<file path="src/rtl/tt_sweep_pkg.sv">
// Shared types and helpers for the truth-table sweeper.
// Row k = {in1,in2,in3}; its result lives in table bit 7-k.
package tt_sweep_pkg;

   typedef enum logic [1:0] {
      IDLE,
      SETTLE,
      SAMPLE,
      DONE
   } state_e;

   localparam int NUM_ROWS = 8;
   localparam logic [2:0] LAST_ROW = 3'(NUM_ROWS - 1);

   function automatic logic [2:0] row_bit(input logic [2:0] k);
      return LAST_ROW - k;
   endfunction

endpackage

</file>
<file path="src/rtl/truth_table_sweeper.sv">
// Walks a 3-input gate through rows 000..111 with a settle delay,
// captures its truth table and compares it with EXPECT.
module truth_table_sweeper
   import tt_sweep_pkg::*;
#(
   parameter logic [7:0]  EXPECT        = 8'h0E,
   parameter int unsigned SETTLE_CYCLES = 4
) (
   input  logic       clk,
   input  logic       rst_n,
   input  logic       start,
   input  logic       abort,
   input  logic       dut_out,
   output logic       drv_in1,
   output logic       drv_in2,
   output logic       drv_in3,
   output logic       busy,
   output logic       done,
   output logic       pass,
   output logic [7:0] signature,
   output logic [7:0] mismatch
);

   localparam logic [7:0] CNT_LOAD = 8'(SETTLE_CYCLES - 1);

   state_e     state_q, state_d;
   logic [2:0] row_q, row_d;
   logic [7:0] cnt_q, cnt_d;
   logic [7:0] sig_q, sig_d;
   logic [7:0] mis_q, mis_d;
   logic       pass_q, pass_d;
   logic [2:0] drv_q, drv_d;
   logic       busy_q, busy_d;
   logic       done_q, done_d;

   // Next-state, capture and registered-output decode
   always_comb begin
      state_d = state_q;
      row_d   = row_q;
      cnt_d   = cnt_q;
      sig_d   = sig_q;
      mis_d   = mis_q;
      pass_d  = pass_q;
      unique case (state_q)
         IDLE: begin
            if (start && !abort) begin
               state_d = SETTLE;
               row_d   = 3'd0;
               cnt_d   = CNT_LOAD;
               sig_d   = 8'h00;
               mis_d   = 8'h00;
               pass_d  = 1'b0;
            end
         end
         SETTLE: begin
            if (cnt_q == 8'd0) state_d = SAMPLE;
            else               cnt_d   = cnt_q - 8'd1;
         end
         SAMPLE: begin
            sig_d[row_bit(row_q)] = dut_out;
            if (row_q == LAST_ROW) begin
               state_d = DONE;
               mis_d   = sig_d ^ EXPECT;
               pass_d  = (sig_d == EXPECT);
            end else begin
               state_d = SETTLE;
               row_d   = row_q + 3'd1;
               cnt_d   = CNT_LOAD;
            end
         end
         DONE: begin
            state_d = IDLE;
            row_d   = 3'd0;
         end
         default: state_d = IDLE;
      endcase
      if (abort && state_q != IDLE) begin
         state_d = IDLE;
         row_d   = 3'd0;
         cnt_d   = 8'd0;
         sig_d   = 8'h00;
         mis_d   = 8'h00;
         pass_d  = 1'b0;
      end
      busy_d = (state_d == SETTLE) || (state_d == SAMPLE);
      done_d = (state_d == DONE);
      drv_d  = busy_d ? row_d : 3'b000;
   end

   // State and output registers
   always_ff @(posedge clk or negedge rst_n) begin
      if (!rst_n) begin
         state_q <= IDLE;
         row_q   <= 3'd0;
         cnt_q   <= 8'd0;
         sig_q   <= 8'h00;
         mis_q   <= 8'h00;
         pass_q  <= 1'b0;
         drv_q   <= 3'b000;
         busy_q  <= 1'b0;
         done_q  <= 1'b0;
      end else begin
         state_q <= state_d;
         row_q   <= row_d;
         cnt_q   <= cnt_d;
         sig_q   <= sig_d;
         mis_q   <= mis_d;
         pass_q  <= pass_d;
         drv_q   <= drv_d;
         busy_q  <= busy_d;
         done_q  <= done_d;
      end
   end

   assign {drv_in1, drv_in2, drv_in3} = drv_q;
   assign busy      = busy_q;
   assign done      = done_q;
   assign pass      = pass_q;
   assign signature = sig_q;
   assign mismatch  = mis_q;

endmodule

</file>
<file path="config.mk">
export PLATFORM = sky130hd
export DESIGN_NAME = truth_table_sweeper
export DESIGN_NICKNAME = d
export VERILOG_FILES = /design/src/rtl/tt_sweep_pkg.sv /design/src/rtl/truth_table_sweeper.sv
export SDC_FILE = /design/constraint.sdc
export NUM_CORES = 1
export LEC_CHECK = 0
export CORE_ASPECT_RATIO = 0.8
export CORE_MARGIN = 3
export CORE_UTILIZATION = 40
export DETAILED_ROUTE_END_ITERATION = 6
export GPL_ROUTABILITY_DRIVEN = 0
export PLACE_DENSITY = 0.72
export SLEW_MARGIN = 40
export SYNTH_ARGS = -nofsm -noshare
export SYNTH_HDL_FRONTEND = slang
export SYNTH_SLANG_ARGS = --single-unit
</file>
<file path="constraint.sdc">
create_clock -name clk -period 2.4 [get_ports clk]
set_input_delay 0.36 -clock clk [delete_from_list [all_inputs] [get_ports clk]]
set_output_delay 0.36 -clock clk [all_outputs]
set_load 0.05 [all_outputs]
</file>
==> flow_metrics.env, run 1 <==
export IMPL_relSlewSlack=0.664
export IMPL_synth_top_area_frac=0.424
export IMPL_path_buf_inv=2
export IMPL_area_delta_synth_final_pct=24.2
export IMPL_tightestPinTransition_ps=502
export IMPL_grt_first_pass_wirelength_microns=8250
export IMPL_routed_wl_microns=4990
export IMPL_drv_cap=0
export IMPL_ctsHoldBuffers=0
export IMPL_die_area_sq_mm=0.00607
export IMPL_crit_type="reg2reg"
export IMPL_ys_flop_type="dfrtp_1"
export IMPL_yosysTopAreaCell="dfrtp_1"
export IMPL_cts_root_buf="clkbuf_8"
export IMPL_portBuffers=26
export IMPL_gr_usage_all_layers=0.170
export IMPL_finalClockSkew_ps=2.22
export IMPL_synth_area_leaders="dfrtp_1 (42%), mux2i_1 (3.9%), o21ai_0 (3.1%), mux2_2 (2.7%), nand2_1 (2.7%)"
export IMPL_grt_setup_unrepaired="false"
export IMPL_nets=260
export IMPL_place_area_sq_mm=0.00245
export IMPL_worstPathCellList="inv_1, ha_1, or4b_4, nor4_2, buf_4, o21ai_0, o211a_1, ha_1, a21boi_1"
export IMPL_slew_viol_final=0
export IMPL_p_leak_nw=1.18
export IMPL_netlist_instances=217
export IMPL_layout_common_cells="dfrtp_1 (35), clkdlybuf4s50_1 (26), nand2_1 (15), buf_4 (15)"
export IMPL_final_common_cell="dfrtp_1"
export IMPL_worstHoldPathType="in2async"
export IMPL_cpPeakStageDelay_ps=480
export IMPL_dp_cells=305
export IMPL_critical_path_arrival_ps=2450
export IMPL_grt_overflow=0
export IMPL_endpoint_kind="register"
export IMPL_crit_slowest_cell="or4b_4"
export IMPL_total_power_mw=1.65
export IMPL_ys_warn_count=0
export IMPL_rrSetupSlack_ps=110
export IMPL_fin_ws_ps=106
export IMPL_setup_worst_path_start_class="register"
export IMPL_ant_nets=0
export IMPL_vias_per_cell=5.72
export IMPL_diodes=0
export IMPL_yosysSeqAreaShare=0.424
export IMPL_synth_edf_count=0
export IMPL_yosysUniqueCellTypes=47
export IMPL_wl_per_cell_microns=15.9
export IMPL_finalNonFillerCells=313
export IMPL_cts_resized=0
export IMPL_setup_tns_ps=0
export IMPL_final_layout_size_suffix_gt1_frac=0.170
export IMPL_clock_latency_ps=280
export IMPL_routed_wl_met3_microns=146
export IMPL_cts_sinks=35
export IMPL_setup_viol=0
export IMPL_pre_cts_ws_ps=116
export IMPL_ir_worst_vdd_mv=0.348
export IMPL_design_area_sq_mm=0.00256
export IMPL_cts_buffer_depth=2
export IMPL_numCtsBuffers=5
export IMPL_synthArstFlopShare=1.00
export IMPL_avgSynthCellArea_sq_um=9.52
export IMPL_num_rows=22
export IMPL_first_pass_iters=4
export IMPL_pwr_density_cell_mw_per_mm2=643
export IMPL_status="completed"
export IMPL_drt_iter0_drc=103
export IMPL_grt_pass1_vias=1676
export IMPL_highest_layer="met4"
export IMPL_io_pins=27
export IMPL_htree_levels=2
export IMPL_dpl_hpwl_microns=3490
export IMPL_start_util=0.431
export IMPL_dr_wl_met2_microns=2220
export IMPL_cp_top_family="simple AND/OR/NAND/NOR gates"
export IMPL_die_width_microns=86.3
export IMPL_finalCriticalPeriod_ps=2290
export IMPL_cp_required_ps=2550
export IMPL_syn_nets=225
export IMPL_cp_common_cell="ha_1"
export IMPL_met1_length_microns=2570
export IMPL_die_h_microns=70.3
export IMPL_antenna_found_initial=0
export IMPL_ys_seq_elements=35
export IMPL_drc=0
export IMPL_cts_tree="yes"
export IMPL_core_area_sq_mm=0.00479
export IMPL_finalHoldViolCount=0
export IMPL_vias=1791
export IMPL_grt_max_degree=36
export IMPL_cts_setup_buffers=0
export IMPL_fin_crit_sh=0.956
export IMPL_hold_slack_ps=493
export IMPL_synthesis_area_sq_mm=0.00207
export IMPL_cp_max_fo=4
export IMPL_finish_utilization=0.536
export IMPL_fmax_mhz=436
export IMPL_clkTransAtPathRegs_ps=70
-- synth_stat cells (4+ instances only) --
cell and count:
nor3_1 5, nor3b_1 5, nand2b_1 5, o21ai_0 13
a21oi_1 11, a21o_1 5, mux2_2 5, o31ai_1 6
clkbuf_1 7, inv_1 13, mux2i_1 8, nand2_1 15
nand3b_1 6, dfrtp_1 35, nand3_1 10, or3b_2 4
nor2_1 10
-- path summary, 6_finish.rpt --
| check | to | startpoint | depth (start not counted) |
|---|---|---|---|
| max | drv_q[1] | cnt_q[1] | 9 |
| min | cnt_q[1] | rst_n | 2 |
| max reg2reg | drv_q[1] | cnt_q[1] | 9 |
| min reg2reg | mismatch[0] | mismatch[0] | 1 |
| max in group asynchronous | signature[7] | rst_n | 2 |
| min in group clk | mismatch[0] | mismatch[0] | 1 |
-- flip-flops by register name, indices dropped and copies added (netlist names) --
name and cells:
row_q 3, drv_q 3, state_q 2, done 1, cnt_q 8, pass 1
mismatch 8, busy 1, signature 8
-- worst reg2reg max path: cells and delay by family (launching register included) --
| family | cells | cell delay [ps] |
|---|---|---|
| adder cells (fa/ha/maj) | 2 | 500 |
| AO/OA/AOI/OAI | 3 | 420 |
| AND/OR/NAND/NOR | 2 | 630 |
| buffers and inverters | 2 | 220 |
| flip-flops | 1 | 410 |
-- power by group --
group,switching (mW),internal (mW),total (mW)
sequential,0.0584,0.636,0.694
combinational,0.265,0.213,0.478
clock,0.215,0.261,0.476
total,0.539,1.11,1.65
-- routing by layer --
metal	track usage	vias to the layer above
li1	-	858
met1	0.255	897
met2	0.244	30
met3	0.0366	6
met4	0.0467	0
met5	0	-
-- kinds of logic (layout without fill, tap and decap cells) --
| kind of cell | Yosys count | count (layout) | synth area share |
|---|---|---|---|
| AOI/OAI and AO/OA | 56 | 56 | 0.194 |
| and+or+nand+nor | 84 | 84 | 0.243 |
| adders and majority gates | 3 | 3 | 0.0182 |
| muxes | 13 | 13 | 0.0660 |
| DFF | 35 | 35 | 0.424 |
| buffers and inverters | 26 | 62 | 0.0539 |
-- final cells by class --
| type | count | area, sq um |
|---|---|---|
| Sequential cell | 35 | 876 |
| Clock inverter | 1 | 7.51 |
| Tap cell | 60 | 75.1 |
| Clock buffer | 7 | 96.3 |
| Multi-Input combinational cell | 156 | 1090 |
| Fill cell | 451 | 2220 |
| Timing Repair Buffer | 41 | 373 |
| Inverter | 13 | 48.8 |
No activity file was read; power rests on OpenSTA's default activity.
==> run 2, diff against run 1 <==
--- a/config.mk
+++ b/config.mk
@@ -7,10 +7,10 @@
 export LEC_CHECK = 0
 export CORE_ASPECT_RATIO = 0.8
 export CORE_MARGIN = 3
-export CORE_UTILIZATION = 40
+export CORE_UTILIZATION = 25
 export DETAILED_ROUTE_END_ITERATION = 6
 export GPL_ROUTABILITY_DRIVEN = 0
-export PLACE_DENSITY = 0.72
+export PLACE_DENSITY = 0.53
 export SLEW_MARGIN = 40
 export SYNTH_ARGS = -nofsm -noshare
 export SYNTH_HDL_FRONTEND = slang
==> run 2 against run 1 <==
Cell count grew 14%. Global-route usage shrank 5.2 points. Sequential power is essentially flat. Maximum frequency grew 3.2%. Clock-buffer cell count shrank 1. Core utilization shrank 20 points. First-iteration DRC count shrank 29%. Clock power shrank 8.4%. Clock skew grew 4.7 ps.
==> flow_metrics.env, run 2 (synthesis results as in run 1) <==
export IMPL_nets=259
export IMPL_crit_type="reg2reg"
export IMPL_cts_setup_buffers=0
export IMPL_htree_levels=2
export IMPL_worstHoldPathType="in2async"
export IMPL_total_power_mw=1.62
export IMPL_cts_sinks=35
export IMPL_p_leak_nw=1.17
export IMPL_first_pass_iters=4
export IMPL_die_area_sq_mm=0.00940
export IMPL_grt_pass1_vias=1681
export IMPL_setup_worst_path_start_class="register"
export IMPL_critical_path_arrival_ps=2380
export IMPL_slew_viol_final=0
export IMPL_finalHoldViolCount=0
export IMPL_core_area_sq_mm=0.00771
export IMPL_fin_crit_sh=0.927
export IMPL_relSlewSlack=0.658
export IMPL_area_delta_synth_final_pct=26.0
export IMPL_drt_iter0_drc=73
export IMPL_finish_utilization=0.338
export IMPL_drv_cap=0
export IMPL_fillCellCount=811
export IMPL_finalCriticalPeriod_ps=2220
export IMPL_dp_cells=349
export IMPL_pre_cts_ws_ps=19.9
export IMPL_grt_setup_unrepaired="false"
export IMPL_rrSetupSlack_ps=180
export IMPL_cp_required_ps=2550
export IMPL_vias_per_cell=4.81
export IMPL_cp_max_fo=4
export IMPL_diodes=0
export IMPL_gr_usage_all_layers=0.118
export IMPL_fin_ws_ps=176
export IMPL_grt_max_degree=36
export IMPL_fmax_mhz=450
export IMPL_clkTransAtPathRegs_ps=70
export IMPL_setup_tns_ps=0
export IMPL_numCtsBuffers=5
export IMPL_status="completed"
export IMPL_portBuffers=26
export IMPL_ir_worst_vdd_mv=0.222
export IMPL_final_common_cell="dfrtp_1"
export IMPL_grt_overflow=0
export IMPL_wl_per_cell_microns=14.2
export IMPL_pwr_density_cell_mw_per_mm2=620
export IMPL_antenna_found_initial=0
export IMPL_grt_first_pass_wirelength_microns=8690
export IMPL_clock_latency_ps=280
export IMPL_finalNonFillerCells=356
export IMPL_cts_buffer_depth=2
export IMPL_final_layout_size_suffix_gt1_frac=0.167
export IMPL_ff2ff_path_depth=8
export IMPL_die_width_microns=108
export IMPL_io_pins=27
export IMPL_tightestPinTransition_ps=511
export IMPL_reg2reg_from="cnt_q[1]"
export IMPL_dpl_hpwl_microns=3570
export IMPL_start_util=0.268
export IMPL_drc=0
export IMPL_setup_viol=0
export IMPL_layout_common_cells="dfrtp_1 (35), clkdlybuf4s50_1 (25), nand2_1 (15), buf_4 (15), inv_1 (13)"
export IMPL_ant_nets=0
export IMPL_cts_root_buf="clkbuf_8"
export IMPL_endpoint_kind="register"
export IMPL_finalClockSkew_ps=6.93
export IMPL_num_rows=28
export IMPL_die_h_microns=87.3
export IMPL_vias=1711
export IMPL_routed_wl_microns=5070
export IMPL_reg2reg_to="drv_q[1]"
export IMPL_cts_tree="yes"
-- run 2: final cells by class --
cell class	count	area, sq um	share of cell area
well taps	105	131	0.0505
inverters	13	48.8	0.0187
clock buffers	6	82.6	0.0317
flip-flops and latches	35	876	0.336
clock inverters	1	5.00	0.00192
multi-input cells	156	1100	0.421
repair buffers	40	363	0.139
-- run 2: how the worst max path moves through the flow --
stage / start / end / cells past startpoint / slack, ps
2_1_floorplan: cnt_q[0] / drv_q[1] / 8 / 200
3_3_place_gp: cnt_q[1] / drv_q[1] / 8 / 120
3_5_place_dp: cnt_q[1] / drv_q[1] / 8 / 20
4_1_cts: cnt_q[1] / drv_q[1] / 8 / 120
5_1_grt: cnt_q[1] / drv_q[1] / 8 / 30
6_report: cnt_q[1] / drv_q[1] / 8 / 180
-- run 2: routing by layer --
layer / GRT usage / wire [microns] / vias to the layer above
li1: - / - / 857
met4: 0.0298 / 17 / 0
met1: 0.179 / 2700 / 822
met2: 0.160 / 2110 / 30
met5: 0 / 0 / -
met3: 0.0356 / 242 / 2
-- run 2: through the flow --
step                      instance area, sq um  hold slack, ps
after floorplan                           2070            64.4
after global placement                    2490             486
after detailed placement                  2490             496
after CTS                                 2590             202
after global routing                      2600            60.4
final                                     2600            29.2
-- run 2: critical path, cell delays in order (launching register included) --
cell      delay, ps
dfrtp_1         400
inv_1            60
ha_1            160
or4b_4          510
nor4_4          220
o21ai_1          90
o211a_1         170
ha_1            340
a21boi_1        140
-- run 2: report_power, final --
| part | internal [mW] | leakage (nW) | switching, mW |
|---|---|---|---|
| registers | 0.636 | 0.480 | 0.0610 |
| clock network | 0.225 | 0.0470 | 0.211 |
| logic | 0.213 | 0.648 | 0.269 |
-- run 2: repair_timing --
action	CTS	global route
setup endpoints to repair	2	3
hold buffers	0	0
gates resized for setup	1	4
==> run 3, diff against run 2 <==
--- a/config.mk
+++ b/config.mk
@@ -5,9 +5,10 @@
 export SDC_FILE = /design/constraint.sdc
 export NUM_CORES = 1
 export LEC_CHECK = 0
-export CORE_ASPECT_RATIO = 0.8
+export CORE_ASPECT_RATIO = 0.5
 export CORE_MARGIN = 3
 export CORE_UTILIZATION = 25
+export CTS_CLUSTER_SIZE = 30
 export DETAILED_ROUTE_END_ITERATION = 6
 export GPL_ROUTABILITY_DRIVEN = 0
 export PLACE_DENSITY = 0.53
==> run 3 against run 2 <==
Die area grew 0.63%. Combinational power down 4%. Critical path depth stayed put. Cell count increased by 0.84%. Non-clock buffer count is 1 lower. Highest routed layer unchanged. Maximum frequency up 1.6%. Clock power increased by 43%. Global-route usage is 0.57 points lower. Hold slack improved by 480 ps. Via count is 2.3% higher. Power up 11%.
==> flow_metrics.env, run 3 (synthesis results as in run 1) <==
export IMPL_ctsHoldBuffers=0
export IMPL_setup_worst_path_start_class="register"
export IMPL_ir_worst_vdd_mv=0.259
export IMPL_num_rows=22
export IMPL_wl_per_cell_microns=14.0
export IMPL_antenna_found_initial=0
export IMPL_dpl_hpwl_microns=3590
export IMPL_clkTransAtPathRegs_ps=50
export IMPL_diodes=0
export IMPL_fin_crit_sh=0.912
export IMPL_finalCriticalPeriod_ps=2190
export IMPL_worstPathCellList="inv_1, ha_1, or4b_4, nor4_4, o21ai_0, o211a_1, ha_4, a21boi_0"
export IMPL_cp_required_ps=2590
export IMPL_cp_top_family="simple AND/OR/NAND/NOR gates"
export IMPL_cts_root_buf="clkbuf_16"
export IMPL_critical_path_arrival_ps=2370
export IMPL_rrSetupSlack_ps=210
export IMPL_cts_setup_buffers=0
export IMPL_path_buf_inv=1
export IMPL_die_width_microns=135
export IMPL_design_area_sq_mm=0.00267
export IMPL_layout_common_cells="dfrtp_1 (35), clkdlybuf4s50_1 (26), nand2_1 (15)"
export IMPL_reg2reg_from="cnt_q[0]"
export IMPL_fmax_mhz=457
export IMPL_ff2ff_path_depth=8
export IMPL_vias=1750
export IMPL_slew_viol_final=0
export IMPL_portBuffers=26
export IMPL_relSlewSlack=0.665
export IMPL_reg2reg_to="drv_q[1]"
export IMPL_endpoint_kind="register"
export IMPL_hold_slack_ps=508
export IMPL_grt_setup_unrepaired="false"
export IMPL_nets=258
export IMPL_final_layout_size_suffix_gt1_frac=0.167
export IMPL_finalClockSkew_ps=2.02
export IMPL_pwr_density_cell_mw_per_mm2=671
export IMPL_cts_buffer_depth=2
export IMPL_io_pins=27
export IMPL_final_common_cell="dfrtp_1"
export IMPL_fillCellCount=797
export IMPL_tightestPinTransition_ps=500
export IMPL_die_h_microns=70.3
export IMPL_numCtsBuffers=5
export IMPL_clock_latency_ps=280
export IMPL_core_area_sq_mm=0.00765
export IMPL_routed_wl_microns=5040
export IMPL_htree_levels=2
export IMPL_setup_tns_ps=0
export IMPL_setup_viol=0
export IMPL_cts_resized=0
export IMPL_grt_overflow=0
export IMPL_ant_nets=0
export IMPL_drv_cap=0
export IMPL_gr_usage_all_layers=0.112
export IMPL_worstHoldPathType="in2async"
export IMPL_cpPeakStageDelay_ps=490
export IMPL_first_pass_iters=4
export IMPL_total_power_mw=1.79
export IMPL_grt_pass1_vias=1771
export IMPL_crit_slowest_cell="or4b_4"
export IMPL_cts_sinks=35
export IMPL_crit_type="reg2reg"
export IMPL_status="completed"
export IMPL_cts_tree="yes"
export IMPL_grt_max_degree=36
export IMPL_area_delta_synth_final_pct=29.1
export IMPL_start_util=0.270
export IMPL_drt_iter0_drc=111
export IMPL_die_area_sq_mm=0.00946
export IMPL_place_area_sq_mm=0.00250
export IMPL_finalHoldViolCount=0
export IMPL_grt_first_pass_wirelength_microns=8710
export IMPL_p_leak_nw=1.19
export IMPL_cp_max_fo=5
export IMPL_vias_per_cell=4.87
export IMPL_drc=0
[run 3: where the power goes]
part | internal [mW] | switching, mW | total (mW) | leakage [nW]
Clock | 0.378 | 0.244 | 0.623 | 0.0733
Sequential | 0.637 | 0.0668 | 0.704 | 0.480
Combinational | 0.207 | 0.256 | 0.463 | 0.640
[run 3: area by class of cell]
class                      instances  area (sq um)  share of cell area
clock buffer                       5           125              0.0469
sequential                        35           876               0.328
clock inverter                     3          15.0             0.00563
timing repair buffer              39           358               0.134
inverter                          13          48.8              0.0183
tap                              108           135              0.0507
multi-input combinational        156          1110               0.416
[run 3: stage by stage]
step / util / instances / worst slack, ps
2_1_floorplan: - / 217 / 202
3_3_place_gp: 0.326 / 351 / 154
3_5_place_dp: 0.326 / 351 / 18.7
4_1_cts: 0.345 / 359 / 16.9
5_1_grt: 0.349 / 359 / 54.6
6_report: 0.349 / 359 / 210
[run 3: metal layers]
| layer | up-vias | track usage | routed length (microns) | part of all wire |
|---|---|---|---|---|
| met5 | - | 0 | 0 | 0 |
| met4 | 0 | 0.0316 | 51 | 0.010 |
| met3 | 5 | 0.0245 | 172 | 0.034 |
| met2 | 21 | 0.187 | 2360 | 0.47 |
| met1 | 864 | 0.147 | 2460 | 0.49 |
| li1 | 860 | - | - | - |
[run 3: worst max-delay path by stage]
stage | from | endpoint | cells after the start
finish | cnt_q[0] | drv_q[1] | 8
global route | cnt_q[0] | drv_q[1] | 8
global placement | cnt_q[0] | drv_q[1] | 8
CTS | cnt_q[0] | drv_q[1] | 8
floorplan | cnt_q[0] | drv_q[1] | 8
detailed placement | cnt_q[0] | drv_q[1] | 8
